**src/rtl/aha_tlx_axi_master.sv**
```systemverilog
`default_nettype none
// ============================================================================
// Module   : aha_tlx_axi_master
// Purpose  : Single-outstanding AXI4 initiator for the 64-bit TLX port.
//            Accepts one burst command at a time from a simple command and
//            stream interface, runs AW+W+B or AR+R, and reports completion
//            with a one-cycle DONE pulse carrying an AXI response code.
// Options  : AHA_TLX_MASTER_4K_CHECK_EN - when defined, commands whose burst
//            would cross a 4 KB boundary are completed immediately with
//            SLVERR and generate no AXI traffic.
// Revision : 1.0 - initial release
// ============================================================================
module aha_tlx_axi_master #(
    parameter logic [3:0] CACHE_ATTR = 4'b0011,
    parameter logic [2:0] PROT_ATTR  = 3'b000
) (
    input  logic        TLX_CLK,
    input  logic        TLX_RESETn,

    // Command interface
    input  logic        CMD_VALID,
    output logic        CMD_READY,
    input  logic        CMD_WRITE,
    input  logic [3:0]  CMD_ID,
    input  logic [31:0] CMD_ADDR,
    input  logic [7:0]  CMD_LEN,

    // Write beat stream
    input  logic [63:0] WR_DATA,
    input  logic [7:0]  WR_STRB,
    input  logic        WR_VALID,
    output logic        WR_READY,

    // Read beat stream
    output logic [63:0] RD_DATA,
    output logic        RD_LAST,
    output logic        RD_VALID,
    input  logic        RD_READY,

    // Completion
    output logic        DONE,
    output logic [1:0]  DONE_RESP,

    // AXI write address channel
    output logic [3:0]  TLX_AWID,
    output logic [31:0] TLX_AWADDR,
    output logic [7:0]  TLX_AWLEN,
    output logic [2:0]  TLX_AWSIZE,
    output logic [1:0]  TLX_AWBURST,
    output logic        TLX_AWLOCK,
    output logic [3:0]  TLX_AWCACHE,
    output logic [2:0]  TLX_AWPROT,
    output logic        TLX_AWVALID,
    input  logic        TLX_AWREADY,

    // AXI write data channel
    output logic [63:0] TLX_WDATA,
    output logic [7:0]  TLX_WSTRB,
    output logic        TLX_WLAST,
    output logic        TLX_WVALID,
    input  logic        TLX_WREADY,

    // AXI write response channel
    input  logic [3:0]  TLX_BID,
    input  logic [1:0]  TLX_BRESP,
    input  logic        TLX_BVALID,
    output logic        TLX_BREADY,

    // AXI read address channel
    output logic [3:0]  TLX_ARID,
    output logic [31:0] TLX_ARADDR,
    output logic [7:0]  TLX_ARLEN,
    output logic [2:0]  TLX_ARSIZE,
    output logic [1:0]  TLX_ARBURST,
    output logic        TLX_ARLOCK,
    output logic [3:0]  TLX_ARCACHE,
    output logic [2:0]  TLX_ARPROT,
    output logic        TLX_ARVALID,
    input  logic        TLX_ARREADY,

    // AXI read data channel
    input  logic [3:0]  TLX_RID,
    input  logic [63:0] TLX_RDATA,
    input  logic [1:0]  TLX_RRESP,
    input  logic        TLX_RLAST,
    input  logic        TLX_RVALID,
    output logic        TLX_RREADY
);

    // ------------------------------------------------------------------------
    // Constants
    // ------------------------------------------------------------------------
    localparam logic [2:0] S_IDLE = 3'd0;
    localparam logic [2:0] S_AW   = 3'd1;
    localparam logic [2:0] S_W    = 3'd2;
    localparam logic [2:0] S_B    = 3'd3;
    localparam logic [2:0] S_AR   = 3'd4;
    localparam logic [2:0] S_R    = 3'd5;

    localparam logic [1:0] c_RESP_OKAY   = 2'b00;
    localparam logic [1:0] c_RESP_SLVERR = 2'b10;
    localparam logic [2:0] c_SIZE_8B     = 3'b011;
    localparam logic [1:0] c_BURST_INCR  = 2'b01;

    // ------------------------------------------------------------------------
    // State
    // ------------------------------------------------------------------------
    logic [2:0]  state_q,     state_d;
    logic [3:0]  id_q,        id_d;
    logic [31:0] addr_q,      addr_d;
    logic [7:0]  len_q,       len_d;
    logic [7:0]  cnt_q,       cnt_d;
    logic [1:0]  resp_q,      resp_d;
    logic        done_q,      done_d;
    logic [1:0]  done_resp_q, done_resp_d;

    logic        w_cnt_at_len;
    logic        w_in_aw;
    logic        w_in_ar;
    logic        w_in_w;
    logic        w_in_r;
    logic [1:0]  w_beat_resp;

    // Address LSBs are forced to zero; they are intentionally not consumed.
    logic        w_unused_addr_lsb;
    assign w_unused_addr_lsb = ^CMD_ADDR[2:0];

`ifdef AHA_TLX_MASTER_4K_CHECK_EN
    // End address of the burst relative to its 4 KB page; anything past 4096
    // means the burst would spill into the next page.
    logic [12:0] w_4k_end;
    logic        w_4k_cross;
    assign w_4k_end   = {1'b0, CMD_ADDR[11:3], 3'b000}
                      + {1'b0, ({1'b0, CMD_LEN} + 9'd1), 3'b000};
    assign w_4k_cross = (w_4k_end > 13'd4096);
`endif

    assign w_cnt_at_len = (cnt_q == len_q);
    assign w_in_aw      = (state_q == S_AW);
    assign w_in_ar      = (state_q == S_AR);
    assign w_in_w       = (state_q == S_W);
    assign w_in_r       = (state_q == S_R);

    // ------------------------------------------------------------------------
    // Output decode: channel signals are qualified by state so every valid
    // drops as soon as the state register is cleared by reset.
    // ------------------------------------------------------------------------
    assign CMD_READY   = (state_q == S_IDLE);

    assign TLX_AWVALID = w_in_aw;
    assign TLX_AWID    = w_in_aw ? id_q         : 4'd0;
    assign TLX_AWADDR  = w_in_aw ? addr_q       : 32'd0;
    assign TLX_AWLEN   = w_in_aw ? len_q        : 8'd0;
    assign TLX_AWSIZE  = w_in_aw ? c_SIZE_8B    : 3'd0;
    assign TLX_AWBURST = w_in_aw ? c_BURST_INCR : 2'd0;
    assign TLX_AWLOCK  = 1'b0;
    assign TLX_AWCACHE = w_in_aw ? CACHE_ATTR   : 4'd0;
    assign TLX_AWPROT  = w_in_aw ? PROT_ATTR    : 3'd0;

    assign TLX_ARVALID = w_in_ar;
    assign TLX_ARID    = w_in_ar ? id_q         : 4'd0;
    assign TLX_ARADDR  = w_in_ar ? addr_q       : 32'd0;
    assign TLX_ARLEN   = w_in_ar ? len_q        : 8'd0;
    assign TLX_ARSIZE  = w_in_ar ? c_SIZE_8B    : 3'd0;
    assign TLX_ARBURST = w_in_ar ? c_BURST_INCR : 2'd0;
    assign TLX_ARLOCK  = 1'b0;
    assign TLX_ARCACHE = w_in_ar ? CACHE_ATTR   : 4'd0;
    assign TLX_ARPROT  = w_in_ar ? PROT_ATTR    : 3'd0;

    assign TLX_WVALID  = w_in_w & WR_VALID;
    assign WR_READY    = w_in_w & TLX_WREADY;
    assign TLX_WDATA   = WR_DATA;
    assign TLX_WSTRB   = WR_STRB;
    assign TLX_WLAST   = w_in_w & w_cnt_at_len;

    assign TLX_BREADY  = (state_q == S_B);

    assign RD_VALID    = w_in_r & TLX_RVALID;
    assign TLX_RREADY  = w_in_r & RD_READY;
    assign RD_DATA     = TLX_RDATA;
    assign RD_LAST     = TLX_RLAST;

    assign DONE        = done_q;
    assign DONE_RESP   = done_resp_q;

    // Response for the current read beat: keep the first non-OKAY code, but
    // protocol violations (wrong ID, missing or early RLAST) force SLVERR.
    always_comb begin
        w_beat_resp = resp_q;
        if ((resp_q == c_RESP_OKAY) && (TLX_RRESP != c_RESP_OKAY)) begin
            w_beat_resp = TLX_RRESP;
        end
        if (TLX_RID != id_q) begin
            w_beat_resp = c_RESP_SLVERR;
        end
        if (TLX_RLAST != w_cnt_at_len) begin
            w_beat_resp = c_RESP_SLVERR;
        end
    end

    // Next-state logic for the burst sequencer.
    always_comb begin
        state_d     = state_q;
        id_d        = id_q;
        addr_d      = addr_q;
        len_d       = len_q;
        cnt_d       = cnt_q;
        resp_d      = resp_q;
        done_d      = 1'b0;
        done_resp_d = done_resp_q;

        case (state_q)
            S_IDLE: begin
                if (CMD_VALID) begin
                    id_d   = CMD_ID;
                    addr_d = {CMD_ADDR[31:3], 3'b000};
                    len_d  = CMD_LEN;
                    cnt_d  = 8'd0;
                    resp_d = c_RESP_OKAY;
`ifdef AHA_TLX_MASTER_4K_CHECK_EN
                    if (w_4k_cross) begin
                        done_d      = 1'b1;
                        done_resp_d = c_RESP_SLVERR;
                    end else begin
                        state_d = CMD_WRITE ? S_AW : S_AR;
                    end
`else
                    state_d = CMD_WRITE ? S_AW : S_AR;
`endif
                end
            end

            S_AW: begin
                if (TLX_AWREADY) begin
                    state_d = S_W;
                end
            end

            S_W: begin
                if (WR_VALID && TLX_WREADY) begin
                    if (w_cnt_at_len) begin
                        state_d = S_B;
                    end else begin
                        cnt_d = cnt_q + 8'd1;
                    end
                end
            end

            S_B: begin
                if (TLX_BVALID) begin
                    done_d      = 1'b1;
                    done_resp_d = (TLX_BID != id_q) ? c_RESP_SLVERR : TLX_BRESP;
                    state_d     = S_IDLE;
                end
            end

            S_AR: begin
                if (TLX_ARREADY) begin
                    state_d = S_R;
                end
            end

            S_R: begin
                if (TLX_RVALID && RD_READY) begin
                    resp_d = w_beat_resp;
                    // Counter saturates at LEN; extra beats keep it there.
                    if (!w_cnt_at_len) begin
                        cnt_d = cnt_q + 8'd1;
                    end
                    if (TLX_RLAST) begin
                        done_d      = 1'b1;
                        done_resp_d = w_beat_resp;
                        state_d     = S_IDLE;
                    end
                end
            end

            default: begin
                state_d = S_IDLE;
            end
        endcase
    end

    // State and burst context registers, cleared asynchronously.
    always_ff @(posedge TLX_CLK or negedge TLX_RESETn) begin
        if (!TLX_RESETn) begin
            state_q     <= S_IDLE;
            id_q        <= 4'd0;
            addr_q      <= 32'd0;
            len_q       <= 8'd0;
            cnt_q       <= 8'd0;
            resp_q      <= c_RESP_OKAY;
            done_q      <= 1'b0;
            done_resp_q <= c_RESP_OKAY;
        end else begin
            state_q     <= state_d;
            id_q        <= id_d;
            addr_q      <= addr_d;
            len_q       <= len_d;
            cnt_q       <= cnt_d;
            resp_q      <= resp_d;
            done_q      <= done_d;
            done_resp_q <= done_resp_d;
        end
    end

endmodule
`default_nettype wire
```
**config.mk**
```make
export PLATFORM = sky130hd
export DESIGN_NAME = aha_tlx_axi_master
export DESIGN_NICKNAME = d
export VERILOG_FILES = /design/src/rtl/aha_tlx_axi_master.sv
export SDC_FILE = /design/constraint.sdc
export NUM_CORES = 1
export LEC_CHECK = 0
export ABC_AREA = 1
export BUFFER_PORTS_ARGS = -buffer_cell sky130_fd_sc_hd__buf_2
export CORE_AREA = 2 2 179 181
export DETAILED_ROUTE_END_ITERATION = 12
export DIE_AREA = 0 0 181 183
export GPL_ROUTABILITY_DRIVEN = 1
export HOLD_SLACK_MARGIN = 0.08
export PLACE_DENSITY = 0.5
export REMOVE_ABC_BUFFERS = 1
export SETUP_SLACK_MARGIN = 0.15
export SLEW_MARGIN = 20
export SYNTH_ARGS = -nofsm -noshare
export SYNTH_HDL_FRONTEND = slang
export SYNTH_SLANG_ARGS = --single-unit
```
**constraint.sdc**
```tcl
create_clock -name TLX_CLK -period 1.55 [get_ports TLX_CLK]
set_clock_uncertainty 0.05 [all_clocks]
set_input_delay 0.155 -clock TLX_CLK [delete_from_list [all_inputs] [get_ports TLX_CLK]]
set_output_delay 0.155 -clock TLX_CLK [all_outputs]
set_load 0.02 [all_outputs]
```
Yosys cells after proc, flatten, opt, wreduce, memory -nomap -nowiden
Cells that the tools add are included.
{"block": "totals", "rom_bits": 0, "mem_count": 0, "word_cells": 87, "register_bits": 57, "output_inout_bits": 263, "in_bits": 204, "mem_bits_rw": 0, "latch_bits": 0}
{"block": "classes", "n_bitwise": 5, "n_eq_ne": 17, "mul": 0, "shift": 0, "n_reduce_logical": 14, "n_lt_le_gt_ge": 0, "add_sub_neg": 1, "n_mux": 42, "div_mod_pow": 0}
{"op": "$mux 32", "n": 2}
{"op": "$mux 8", "n": 6}
{"op": "$mux 3", "n": 9}
{"op": "$mux 2", "n": 13}
{"op": "$pmux 8 s3", "n": 1}
{"op": "$pmux 3 s6", "n": 1}
{"op": "$ne 2x2->1 const B", "n": 6}
{"op": "$add 8x1->8 const B", "n": 1}
{"op": "$eq 8x8->1", "n": 1}
{"op": "$mux 4", "n": 2}
{"op": "$ne 4x4->1", "n": 2}
{"op": "$pmux 2 s2", "n": 2}
{"op": "$reduce_and 4->1", "n": 2}
{"op": "$reduce_and 8->1", "n": 1}
{"op": "$eq 3x2->1 const B", "n": 2}
{"op": "$eq 3x3->1 const B", "n": 2}
{"op": "$reduce_bool 2->1", "n": 3}
{"op": "$and 1x1->1", "n": 5}
{"op": "$mux 1", "n": 5}
{"op": "$ne 2x1->1 const B", "n": 2}
{"op": "$eq 3x1->1 const B", "n": 1}
{"op": "$logic_and 1x1->1", "n": 3}
{"op": "$logic_not 3->1", "n": 1}
{"op": "$reduce_and 3->1", "n": 1}
{"op": "5 further kinds", "n": 5}

Longest topological paths before layout
{"block": "logic_depth", "depth_word": 8, "ltp_mapped": 10, "ltp_nobuf": 10}

Least setup slack after synthesis
Ideal clock, no wire load.
{"block": "synth_timing", "kind": "register to output", "from": "register state_q[2]", "to": "output port TLX_AWADDR[10]", "arrival_time_ns": 1.626, "path_slack_ns": -0.281, "stages_incl_launch_ff": 5, "cell_sequence": "dfrtp_1 nor3_2 inv_2 clkbuf_1 nor2_1"}
{"block": "synth_via", "elab_chain_cells": 2}
{"element": "from (decl)", "line_no": "108", "rtl": "logic [2:0] state_q, state_d;"}
{"element": "from (signal assigned)", "line_no": "296", "rtl": "state_q <= state_d;"}
{"element": "$eq 3x1->1", "line_no": "139", "rtl": "assign w_in_aw = (state_q == S_AW);"}
{"element": "net TLX_AWVALID", "line_no": "53", "rtl": "output logic TLX_AWVALID,"}
{"element": "$mux 32", "line_no": "152", "rtl": "assign TLX_AWADDR = w_in_aw ? addr_q : 32'd0;"}
{"element": "to (decl)", "line_no": "46", "rtl": "output logic [31:0] TLX_AWADDR,"}
The timed path passes the listed nets, and every way through them passes these cells.

Final worst setup path
{"block": "layout_timing", "from": "register state_q[1]", "to": "output port TLX_ARADDR[8]"}
{"block": "layout_via", "elab_chain_cells": 2}
{"element": "$eq 3x3->1", "line_no": "140", "rtl": "assign w_in_ar = (state_q == S_AR);"}
{"element": "$mux 32", "line_no": "162", "rtl": "assign TLX_ARADDR = w_in_ar ? addr_q : 32'd0;"}
{"element": "to (decl)", "line_no": "71", "rtl": "output logic [31:0] TLX_ARADDR,"}
Every way passes these cells.

==> qor.json <==
{
  "synth.avg_cell_area": {"value": 7.12, "unit": "µm²"},
  "globalplace.congestion": {"value": 0.749},
  "met2_wirelength": {"value": 13600, "unit": "µm"},
  "core_area": {"value": 31200, "unit": "µm²"},
  "yosysWarnings": {"value": 0},
  "grt_first_pass_wirelength": {"value": 36200, "unit": "µm"},
  "dieWidth": {"value": 181, "unit": "µm"},
  "post_synthesis_mux_area_share": {"value": 0, "unit": "%"},
  "synth_compound_gate_area_share": {"value": 7.57, "unit": "%"},
  "vdd.ir_drop.worst": {"value": 736, "unit": "µV"},
  "groute.usage.overall": {"value": 16.3, "unit": "%"},
  "gr_ovfl_total": {"value": 0},
  "met3WireLength": {"value": 4930, "unit": "µm"},
  "final_core_utilization": {"value": 24.4, "unit": "%"},
  "hp-start": {"value": "TLX_BRESP[0]"},
  "crit_start": {"value": "state_q[1]"},
  "period_minus_slack": {"value": 1830, "unit": "ps"},
  "yosys.area_share.adder": {"value": 0.280, "unit": "%"},
  "final.setup.worst_slack": {"value": -282, "unit": "ps"},
  "syn-cell-area": {"value": 4460, "unit": "µm²"},
  "placementRows": {"value": 65},
  "drt_pre_antenna_iters": {"value": 4},
  "final_cell_mix": {"value": "107 x buf_4, 68 x buf_2, 56 x dfrtp_1, 56 x inv_1, 52 x buf_6"},
  "die_area": {"value": 33100, "unit": "µm²"},
  "post_drt_via_cell_ratio": {"value": 3.86},
  "dp_hpwl": {"value": 21000, "unit": "µm"},
  "final-max-slew-violation-count": {"value": 0},
  "reg2reg_from": {"value": "state_q[1]"},
  "start_kind": {"value": "flip-flop"},
  "met1Wirelength": {"value": 7470, "unit": "µm"},
  "timing.max_cap.violations": {"value": 0},
  "critPathArrivalTime": {"value": 1630, "unit": "ps"},
  "hold_path_depth": {"value": 5},
  "grt_max_degree": {"value": 39},
  "boundaryPins": {"value": 467},
  "synth_seq_cells": {"value": 57},
  "numCtsBuffers": {"value": 9},
  "floorplan.initialDensity": {"value": 14.3, "unit": "%"},
  "areaGrowthSynthToFinish": {"value": 70.9, "unit": "%"},
  "highest_net_fanout_along_the_worst_path": {"value": 11},
  "outcome": {"value": "finished with violations"},
  "power-per-cell-area": {"value": 1810, "unit": "nW/µm²"},
  "grt_antenna_before_repair": {"value": 1},
  "highest_layer_used_for_signal_routing": {"value": "met5"},
  "design.final.nets": {"value": 975},
  "synth_top_family_by_area": {"value": "buffers and inverters"},
  "achievable-frequency": {"value": 546, "unit": "MHz"},
  "setup.worst_path.class": {"value": "reg -> out"},
  "num_antenna_cells": {"value": 0},
  "clock_tree.root_cell": {"value": "clkbuf_16"},
  "drt.antenna.violating_nets": {"value": 0},
  "violations": {"value": "setup timing"},
  "post_synth_inst_count": {"value": 627},
  "post-route-drc-count": {"value": 0},
  "clkSlewWorstSetupHoldPaths": {"value": 50, "unit": "ps"},
  "hold_vio_cnt_final": {"value": 0},
  "buffer_levels_on_the_longest_clock_path": {"value": 2},
  "initialDrtViolationCount": {"value": 174},
  "power.static_leakage": {"value": 3.65, "unit": "nW"},
  "synth_sequential_area_ratio": {"value": 32.0, "unit": "%"},
  "final_cycle_utilization_of_the_critical_path": {"value": 118, "unit": "%"},
  "rsz0062_at_grt": {"value": "yes"},
  "routedWlPerCell": {"value": 24.5, "unit": "µm"},
  "cts.htree.levels": {"value": 3},
  "worst_r2r_path_depth": {"value": 12},
  "end_kind": {"value": "output port"},
  "worstPathRequired": {"value": 1340, "unit": "ps"},
  "worstSkewPairLatency": {"value": 330, "unit": "ps"},
  "synthXorXnorAreaFrac": {"value": 2.36, "unit": "%"},
  "mostFrequentLayoutCell": {"value": "buf_4"},
  "regToRegSetupSlack": {"value": -160, "unit": "ps"},
  "synthDistinctLibCells": {"value": 30},
  "finalSetupViolCount": {"value": 139},
  "whs": {"value": 148, "unit": "ps"},
  "timing.hold.worst.class": {"value": "in -> reg"},
  "tritoncts": {"value": "done"},
  "grt_pass1_vias": {"value": 4268},
  "die_h": {"value": 183, "unit": "µm"},
  "yosys.area_share.simple": {"value": 21.5, "unit": "%"},
  "num_vias": {"value": 4548},
  "fin_setup_tns": {"value": -23710, "unit": "ps"},
  "clock_net_sink_count": {"value": 57},
  "drt_wl_total": {"value": 28800, "unit": "µm"},
  "layout-drive-gt1-share": {"value": 58.1, "unit": "%"},
  "portBuffers": {"value": 169}
}
==> layer usage <==
layer,vias to the layer above,global-route usage [%]
met5,-,5.48
met4,6,13.1
met3,91,13.1
met2,371,26.4
met1,2069,12.2
li1,2011,-
==> state kept, by name, indices dropped and copies added, names as in the netlist <==
signal	flops
addr_q	29
cnt_q	8
len_q	8
id_q	4
state_q	3
DONE_RESP	2
resp_q	2
DONE	1
==> kinds of logic (layout without fill, tap and decap cells) <==
group	Yosys count	count (layout)
AOI/OAI and AO/OA	65	65
DFF	57	57
buffers and inverters	257	384
adders and majority gates	1	1
xor gates and xnor gates	12	12
other	1	22
and+or+nand+nor	234	234
==> power breakdown <==
part	internal, mW	total, mW	switching (mW)
combinational	4.14	9.07	4.93
clock	1.57	2.32	0.754
sequential	2.10	2.43	0.326
==> layout make-up <==
class | instances | area (µm²)
Multi-Input combinational cell | 334 | 2250
Inverter | 69 | 282
Clock buffer | 9 | 225
Clock inverter | 7 | 119
Fill cell | 3350 | 23600
Sequential cell | 57 | 1430
Timing Repair Buffer | 299 | 2820
Tap cell | 402 | 503
==> critical path, cell delays in order, from the launching register on <==
cell and delay, ps:
dfrtp_2 450, inv_4 100, nand2_2 60, nor2_4 130
inv_6 90, clkbuf_16 190, nor2_1 110, buf_4 160
==> final timing paths <==
kind,to
worst max-delay path,TLX_ARADDR[8]
worst min-delay path,DONE_RESP[0]
worst max register to register,cnt_q[1]
worst min register to register,resp_q[0]
max in group asynchronous,state_q[1]
min in group asynchronous,cnt_q[1]
==> metrics by stage <==
| stage | instance area, µm² | worst slack [ps] | cells | power (mW) |
|---|---|---|---|---|
| 2_1_floorplan | 3180 | -1850 | 460 | 5.31 |
| 3_3_place_gp | 4920 | -75.3 | 1074 | 7.46 |
| 3_5_place_dp | 4920 | -76.9 | 1074 | 7.51 |
| 4_1_cts | 6890 | -251 | 1167 | 12.5 |
| 5_1_grt | 7630 | -349 | 1177 | 14.7 |
| 6_report | 7630 | -282 | 1177 | 13.8 |
==> cells in the mapped netlist <==
cell	number	area (µm²)
a21o_1	1	7.51
a21oi_1	5	25.0
buf_2	8	40.0
buf_4	169	1270
buf_6	1	11.3
clkbuf_1	10	37.5
conb_1	1	3.75
dfrtp_1	57	1430
ha_1	1	12.5
inv_1	59	221
inv_2	10	37.5
nand2_1	98	368
nand2_2	1	6.26
nand2_4	1	11.3
nand3_1	12	60.1
nand3_2	1	10.0
nand3b_1	3	22.5
nand4_1	2	12.5
nor2_1	105	394
nor2_2	4	25.0
nor3_1	1	5.00
nor3_2	2	20.0
o211ai_1	1	7.51
o211ai_2	1	12.5
o21ai_0	38	190
o21ai_1	19	95.1
or2_0	2	12.5
or2_2	2	12.5
xnor2_1	3	26.3
xor2_1	9	78.8
==> repair_timing <==
action / in CTS / in global routing
setup buffers: 25 / 7
pin swaps: 16 / 20
hold buffers: 42 / 0
gates resized for setup: 269 / 175
cloned: 10 / 3
hold endpoints to repair: 98 / 0
endpoints found under the setup margin: 157 / 158
No activity file was read; power rests on OpenSTA's default activity.
